**config.mk**
```make
export PLATFORM = sky130hd
export DESIGN_NAME = alu_seq_responder
export DESIGN_NICKNAME = d
export VERILOG_FILES = /design/src/rtl/alu_seq_responder.sv
export SDC_FILE = /design/constraint.sdc
export NUM_CORES = 1
export LEC_CHECK = 0
export ABC_AREA = 1
export BUFFER_PORTS_ARGS = -buffer_cell sky130_fd_sc_hd__buf_4
export CAP_MARGIN = 10
export CELL_PAD_IN_SITES_DETAIL_PLACEMENT = 1
export CELL_PAD_IN_SITES_GLOBAL_PLACEMENT = 1
export CORE_ASPECT_RATIO = 1.75
export CORE_MARGIN = 2
export CORE_UTILIZATION = 43
export CTS_CLUSTER_DIAMETER = 100
export DETAILED_ROUTE_END_ITERATION = 12
export GPL_ROUTABILITY_DRIVEN = 1
export PLACE_DENSITY_LB_ADDON = 0.08
export RECOVER_POWER = 50
export SYNTH_ARGS = -nofsm -noshare
export SYNTH_HDL_FRONTEND = slang
export SYNTH_SLANG_ARGS = --single-unit
```
**constraint.sdc**
```tcl
create_clock -name clk -period 2.6 [get_ports clk]
set_input_delay 0.52 -clock clk [delete_from_list [all_inputs] [get_ports clk]]
set_output_delay 0.52 -clock clk [all_outputs]
set_load 0.005 [all_outputs]
```
**src/rtl/alu_seq_responder.sv**
```systemverilog
// Handshaked sequential ALU: logic/arithmetic ops answer in one cycle, shifts iterate
// SHIFT_STEP bits per cycle before presenting the response.
module alu_seq_responder #(
    parameter int unsigned SHIFT_STEP = 1
) (
    input  logic        clk,
    input  logic        rst_n,
    input  logic        req_valid,
    output logic        req_ready,
    input  logic [3:0]  req_alu_op,
    input  logic [31:0] req_in_a,
    input  logic [31:0] req_in_b,
    output logic        resp_valid,
    input  logic        resp_ready,
    output logic [31:0] resp_result,
    output logic        resp_zero,
    output logic        busy
);

    // alu_op_t encoding shared with the combinational ALU
    localparam logic [3:0] OpAdd  = 4'd0;
    localparam logic [3:0] OpSub  = 4'd1;
    localparam logic [3:0] OpAnd  = 4'd2;
    localparam logic [3:0] OpOr   = 4'd3;
    localparam logic [3:0] OpXor  = 4'd4;
    localparam logic [3:0] OpSlt  = 4'd5;
    localparam logic [3:0] OpSltu = 4'd6;
    localparam logic [3:0] OpSll  = 4'd7;
    localparam logic [3:0] OpSrl  = 4'd8;
    localparam logic [3:0] OpSra  = 4'd9;

    localparam logic [4:0] StepW = 5'(SHIFT_STEP);

    if (!(SHIFT_STEP == 1 || SHIFT_STEP == 2 || SHIFT_STEP == 4 || SHIFT_STEP == 8))
    begin : g_bad_step
        $error("alu_seq_responder: SHIFT_STEP must be 1, 2, 4 or 8");
    end

    typedef enum logic [1:0] {StIdle, StShift, StResp} state_t;

    state_t      state_q, state_d;
    logic [31:0] result_q, result_d;
    logic        zero_q, zero_d;
    logic [31:0] shreg_q, shreg_d;
    logic [4:0]  rem_q, rem_d;
    logic [3:0]  op_q, op_d;

    logic [31:0] alu_res;
    logic [4:0]  shamt;
    logic [4:0]  step;
    logic [31:0] shifted;

    assign shamt = req_in_b[4:0];
    assign step  = (rem_q < StepW) ? rem_q : StepW;

    always_comb begin
        alu_res = 32'h0;
        unique case (req_alu_op)
            OpAdd:   alu_res = req_in_a + req_in_b;
            OpSub:   alu_res = req_in_a - req_in_b;
            OpAnd:   alu_res = req_in_a & req_in_b;
            OpOr:    alu_res = req_in_a | req_in_b;
            OpXor:   alu_res = req_in_a ^ req_in_b;
            OpSlt:   alu_res = {31'h0, $signed(req_in_a) < $signed(req_in_b)};
            OpSltu:  alu_res = {31'h0, req_in_a < req_in_b};
            OpSll, OpSrl, OpSra: alu_res = req_in_a;
            default: alu_res = 32'h0;
        endcase
    end

    always_comb begin
        shifted = shreg_q;
        unique case (op_q)
            OpSll:   shifted = shreg_q << step;
            OpSrl:   shifted = shreg_q >> step;
            OpSra:   shifted = 32'($signed(shreg_q) >>> step);
            default: shifted = shreg_q;
        endcase
    end

    always_comb begin
        state_d  = state_q;
        result_d = result_q;
        zero_d   = zero_q;
        shreg_d  = shreg_q;
        rem_d    = rem_q;
        op_d     = op_q;
        unique case (state_q)
            StIdle: begin
                if (req_valid) begin
                    op_d = req_alu_op;
                    if ((req_alu_op == OpSll || req_alu_op == OpSrl || req_alu_op == OpSra)
                        && shamt != 5'd0) begin
                        shreg_d = req_in_a;
                        rem_d   = shamt;
                        state_d = StShift;
                    end else begin
                        result_d = alu_res;
                        zero_d   = (alu_res == 32'h0);
                        state_d  = StResp;
                    end
                end
            end
            StShift: begin
                shreg_d = shifted;
                rem_d   = rem_q - step;
                if (rem_q == step) begin
                    result_d = shifted;
                    zero_d   = (shifted == 32'h0);
                    state_d  = StResp;
                end
            end
            StResp: begin
                if (resp_ready) state_d = StIdle;
            end
            default: state_d = StIdle;
        endcase
    end

    always_ff @(posedge clk or negedge rst_n) begin
        if (!rst_n) begin
            state_q  <= StIdle;
            result_q <= 32'h0;
            zero_q   <= 1'b0;
            shreg_q  <= 32'h0;
            rem_q    <= 5'd0;
            op_q     <= 4'd0;
        end else begin
            state_q  <= state_d;
            result_q <= result_d;
            zero_q   <= zero_d;
            shreg_q  <= shreg_d;
            rem_q    <= rem_d;
            op_q     <= op_d;
        end
    end

    assign req_ready   = (state_q == StIdle);
    assign resp_valid  = (state_q == StResp);
    assign busy        = (state_q != StIdle);
    assign resp_result = result_q;
    assign resp_zero   = zero_q;

endmodule
```
==> results of run 1 <==
==> what timing repair did <==
action	CTS
pin swaps	41
endpoints found under the hold margin	0
buffers inserted	16
resized for setup	168
hold buffers	0
setup endpoints to repair	10
==> kinds of logic after synthesis <==
| logic type | Yosys count | share of synthesized area (%) |
|---|---|---|
| compound gates | 308 | 15.2 |
| xor+xnor | 1 | 0.0744 |
| fa+ha+maj | 116 | 12.5 |
| buf+inv | 450 | 15.8 |
| flops | 76 | 16.2 |
| mux | 1 | 0.0956 |
| simple gates | 1113 | 40.2 |
==> Yosys cell counts, types with 15 or more instances <==
cell,count
a21oi_1,93
a22oi_1,31
a31oi_1,34
buf_2,29
dfrtp_1,76
ha_1,114
inv_1,363
nand2_1,579
nand2_2,15
nand3_1,166
nand4_1,22
nor2_1,236
nor3_1,34
o21ai_0,88
o22ai_1,29
or2_2,30
==> stage by stage <==
step / setup TNS, ns / instance area (µm²) / hold slack, ns / setup slack, ns
4_1_cts: 0 / 16900 / 0.164 / 0.000747
3_3_place_gp: -6.24 / 15700 / 0.485 / -0.602
3_5_place_dp: -9.48 / 15700 / 0.508 / -0.713
2_1_floorplan: 0 / 11800 / 0.224 / 0.126
==> routing by layer <==
metal / overflow / global-route usage [%]
met1: 0 / 62.1
met2: 4 / 90.9
met3: 0 / 43.0
met4: 2 / 73.8
met5: 0 / 7.31
==> impl_summary.txt, run 1 <==
----------------------------------------------------
[Synth]
  Number of flops mapped to enable cells by yosys ... 0
  Register area share after synthesis ... 16.2%
  Fraction of registers with async set/reset ... 100%
  Avg Synthesized Cell Area ... 5.70 µm²
  Area contributors post-synth ... nand2_1 (18%), dfrtp_1 (16%), ha_1 (12%)
  Dominant cell type by area after synthesis ... nand2_1
  Instance count of the mapped netlist ... 2065
  Synth warn ... 0
  Top flip-flop cell by instance count after synthesis ... dfrtp_1
  Share of the synthesized area in the top cell type ... 18.5%
  Synth Net Count ... 2253
  Cell area after technology mapping ... 11800 µm²
  Post-synthesis sequential element count ... 76
  Unique masters post-synth ... 46

[Global routing]
  Combined global-route utilization of all metal layers ... 66.7%
  Largest net degree at the start of global routing ... 59
  GR Overflow Total ... 6

[Die]
  Die X-Extent ... 129 µm
  Starting density of the core ... 43.4%
  Number of ports placed on the die boundary ... 108
  Die Span Y ... 223 µm
  Num rows ... 80

[Run status]
  Last step reached ... global routing (5_1_grt)
  Tool error ... [ERROR GRT-0232] Routing congestion too high. Check the congestion heatmap in the GUI.
  Status ... did not finish

[CTS]
  Buffer levels on the longest clock path ... 2
  Cell chosen for the clock root ... clkbuf_16
  TritonCTS Sinks ... 76
  Deepest level of the CTS H-tree ... 3
  Total CTS buffers ... 9

[Placed design]
  Count of port buffers added during placement ... 107
  # placed instances ... 2855
  Placer's final routability congestion estimate ... 1.02
  HPWL Detailed ... 51600 µm

[STA]
  Last reported worst endpoint of the global-route repair pass ... resp_zero$_DFFE_PN0P_/D
  Category of the worst endpoint ... register input

----------------------------------------------------
==> run 2, diff against run 1 <==
==> config.mk (replaced) <==
export PLATFORM = sky130hd
export DESIGN_NAME = alu_seq_responder
export DESIGN_NICKNAME = d
export VERILOG_FILES = /design/src/rtl/alu_seq_responder.sv
export SDC_FILE = /design/constraint.sdc
export NUM_CORES = 1
export LEC_CHECK = 0
export ABC_AREA = 1
export BUFFER_PORTS_ARGS = -buffer_cell sky130_fd_sc_hd__buf_4
export CAP_MARGIN = 10
export CORE_MARGIN = 2
export CORE_UTILIZATION = 40
export DETAILED_ROUTE_END_ITERATION = 12
export GPL_ROUTABILITY_DRIVEN = 1
export PLACE_DENSITY_LB_ADDON = 0.15
export RECOVER_POWER = 50
export SYNTH_ARGS = -nofsm -noshare
export SYNTH_HDL_FRONTEND = slang
export SYNTH_SLANG_ARGS = --single-unit
==> run 2 against run 1 <==
Compared with the run above: the flow now finishes, with violations (max-capacitance violations, max-slew violations); area after synthesis is the same; synthesized cell count unchanged.
==> impl_summary.txt, run 2 <==
----------------------------------------------------
[Run status]
  Status ... finished with violations
  Violated checks ... max-capacitance violations, max-slew violations

[Drt]
  Total number of vias ... 14950
  Number of iterations in the first detailed-routing pass ... 6
  Number of remaining DRC errors ... 0
  Number of nets still failing antenna checks after routing ... 0
  Wire length per cell ... 18.0 µm
  Starting DRC count in detailed routing ... 1476
  Via density per instance ... 5.20
  Total routed wirelength ... 51700 µm

[STA]
  Min cycle time layout ... 2.59 ns
  Max Slew Vio Count ... 37
  Count of final hold-check violations ... 0
  Max transition margin ... -35.7%
  RSZ-0062 raised after global routing ... true
  Setup skew after layout ... 0.00391 ns
  Final worst path period share ... 99.6%
  Fmax ... 0.386 GHz
  Slew @ Worst Pin ... 2.04 ns
  Count of final setup violators ... 0

[Synth]
  Post-synthesis sequential element count ... 76
  Area contributors post-synth ... nand2_1 (18%), dfrtp_1 (16%), ha_1 (12%)
  Complex-gate fraction of the synthesized area ... 15.2%
  Top flip-flop cell by instance count after synthesis ... dfrtp_1
  Combinational family with the most area after synthesis ... simple AND/OR/NAND/NOR gates
  Avg Synthesized Cell Area ... 5.70 µm²
  Synth Net Count ... 2253
  Share of the synthesized area in the top cell type ... 18.5%
  Most frequent cells after synthesis ... nand2_1 (579), inv_1 (363), nor2_1 (236)
  Adder-Cell Fraction of Synth Area ... 12.5%
  Multiplexer share of the synthesized area ... 0.0956%
  Fraction of registers with async set/reset ... 100%
  Number of flops mapped to enable cells by yosys ... 0
  Most common cell in the synthesized netlist ... nand2_1
  Instance count of the mapped netlist ... 2065
  Unique masters post-synth ... 46
  Register area share after synthesis ... 16.2%
  Synth warn ... 0
  Dominant cell type by area after synthesis ... nand2_1
  XOR/XNOR Fraction of Synth Area ... 0.0744%
  Cell area after technology mapping ... 11800 µm²
  Synthesized-area fraction occupied by and/or/nand/nor cells ... 40.2%

[Placed design]
  Cell area after placement ... 15500 µm²
  Placer's final routability congestion estimate ... 0.999
  HPWL Detailed ... 42900 µm
  Count of port buffers added during placement ... 107

[Setup path]
  Data arrival, critical path ... 2.87 ns
  Cell family contributing the most delay on the critical path ... simple AND/OR/NAND/NOR gates
  Slowest Stage Delay on Critical Path ... 0.36 ns
  Type of the worst setup path ... in2reg
  Buffering stage count on the worst path with inverters included ... 5
  Critical Path Source Type ... input port
  Standard cell with the maximum stage delay on the critical path ... ha_4
  Kind of capture point of the worst setup path ... register
  Required @ worst endpoint ... 2.88 ns
  Max FO, Critical Path ... 4
  Crit path cell chain ... buf_8 -> clkinvlp_4 -> ha_4 -> buf_6 -> inv_1 -> nand2_1 -> nand2_1 -> inv_1 -> nand2_1 -> nand2_1 -> nand2_2 -> a21oi_4 -> nand3_2 -> nand3_2 -> nand3_4 -> nor2_4 -> nand3_2 -> nor2_2 -> nand2_1 -> a21oi_2
  Cell repeated most along the worst path ... nand2_1

[Flow run]
  Max Cap Violations ... 1

[Finish]
  Count of fill cells added during filler insertion ... 3004
  P&R area growth vs syn ... 43.8%
  Nets ... 2677
  Top library cells by usage in the layout, fill and taps aside ... nand2_1 (519), buf_4 (455), inv_1 (335), nor2_1 (193), nand3_1 (139)
  Final Core Density ... 58.6%
  Antenna Diode Count ... 0
  Multi-input logic area ... 8980 µm²
  Storage element area ... 1900 µm²
  Most common library cell in the layout ignoring fill and taps ... nand2_1
  Share of layout cells above drive strength 1 ... 31.8%
  Final non-filler cell area ... 16900 µm²

[Global routing]
  Via count of the first global-routing pass ... 14125
  Antenna violations before repair ... 0
  Combined global-route utilization of all metal layers ... 33.1%
  Met1 routing resource usage after global routing ... 48.0%
  Fraction of met3 tracks used by global routing ... 3.07%
  Largest net degree at the start of global routing ... 64
  Wire length of the first global-routing pass ... 78900 µm
  Layer carrying the most global-route usage ... met2
  GR Overflow Total ... 0
  Met2 demand-to-capacity share in global routing ... 52.6%

[CTS]
  Total CTS buffers ... 9
  Deepest level of the CTS H-tree ... 3
  Cell chosen for the clock root ... clkbuf_16
  Clock transition at the registers of the reported paths ... 0.06 ns
  Worst-Skew Late Latency ... 0.34 ns
  TritonCTS clock tree ... yes
  TritonCTS Sinks ... 76
  Buffer levels on the longest clock path ... 2

[Die]
  Total die area ... 30800 µm²
  Die Span Y ... 176 µm
  Starting density of the core ... 40.8%
  Number of ports placed on the die boundary ... 108
  Core area ... 28900 µm²
  Num rows ... 62
  Die X-Extent ... 176 µm

[Power and ir drop]
  Total power per unit cell area ... 597 nW/µm²
  Static Leakage ... 9.06 nW
  Max rail drop VDD ... 0.424 mV

[Hold path]
  Worst Hold Class ... in2reg

----------------------------------------------------
-- run 2: cell counts after synthesis --
Identical to the previous run, type by type.
-- run 2: per-stage QoR --
| stage | total power, mW | cells | hold slack, ns | TNS [ns] | worst slack, ns |
|---|---|---|---|---|---|
| 2_1_floorplan | 5.71 | 2065 | 0.224 | 0 | 0.126 |
| 6_report | 10.1 | 2877 | 0.459 | 0 | 0.00963 |
| 5_1_grt | 10.9 | 2877 | 0.500 | -0.0681 | -0.0443 |
| 3_5_place_dp | 8.19 | 2849 | 0.481 | -8.07 | -0.624 |
| 3_3_place_gp | 8.15 | 2849 | 0.470 | -8.22 | -0.665 |
| 4_1_cts | 9.78 | 2864 | 0.154 | -0.0934 | -0.0934 |
-- run 2: what timing repair did --
action                                  in CTS  in global routing
buffers inserted                             0                 13
pin swaps                                    0                 49
hold buffers                                 0                  0
endpoints found under the setup margin      12                 20
resized for setup                           23                254
cloned                                       0                  0
-- run 2: area by class of cell --
cell class	count	share of cell area, %
sequential	76	11.2
inverter	377	8.43
tap	384	2.84
clock inverter	5	0.739
multi-input combinational	1539	53.0
clock buffer	10	1.35
timing repair buffer	486	22.4
-- run 2: worst register-to-register path: cells and delay by family, from the launching register on --
kind	cells	cell delay, ns
compound gates	3	0.54
simple gates	9	0.88
flops	1	0.37
buf+inv	3	0.35
-- run 2: final timing paths --
check                                           start                           to  slack, ns  cells past startpoint
max                                      req_in_a[18]        resp_zero$_DFFE_PN0P_       0.01                     20
max in group asynchronous                       rst_n  resp_result[24]$_DFFE_PN0P_       0.67                      1
min                                        resp_ready       state_q[1]$_DFFE_PN0P_       0.46                      4
min reg2reg                resp_result[0]$_DFFE_PN0P_   resp_result[0]$_DFFE_PN0P_       0.51                      2
max reg2reg                      rem_q[3]$_DFFE_PN0P_        resp_zero$_DFFE_PN0P_       0.33                     15
min in group asynchronous                       rst_n       state_q[0]$_DFFE_PN0P_       0.74                      1
-- run 2: cell families (layout without fill, tap and decap cells) --
logic type      Yosys count  after routing
fa+ha+maj               116            116
xor+xnor                  1              1
mux                       1              1
compound gates          308            308
simple gates           1113           1113
flops                    76             76
buf+inv                 450            878
-- run 2: power breakdown --
group          leakage [nW]  switching, mW  total (mW)  internal, mW
sequential            0.874          0.360        2.16          1.80
combinational          8.01           3.85        6.42          2.56
clock                 0.173          0.504        1.53          1.03
-- run 2: routing by layer --
metal	vias to the layer above	wire [µm]	share of wire, %
met5	-	0	0
met4	0	1360	2.6
met3	70	3900	7.5
met2	554	22600	44
met1	6954	23800	46
li1	7372	-	-
(Power assumes the default switching activity.)
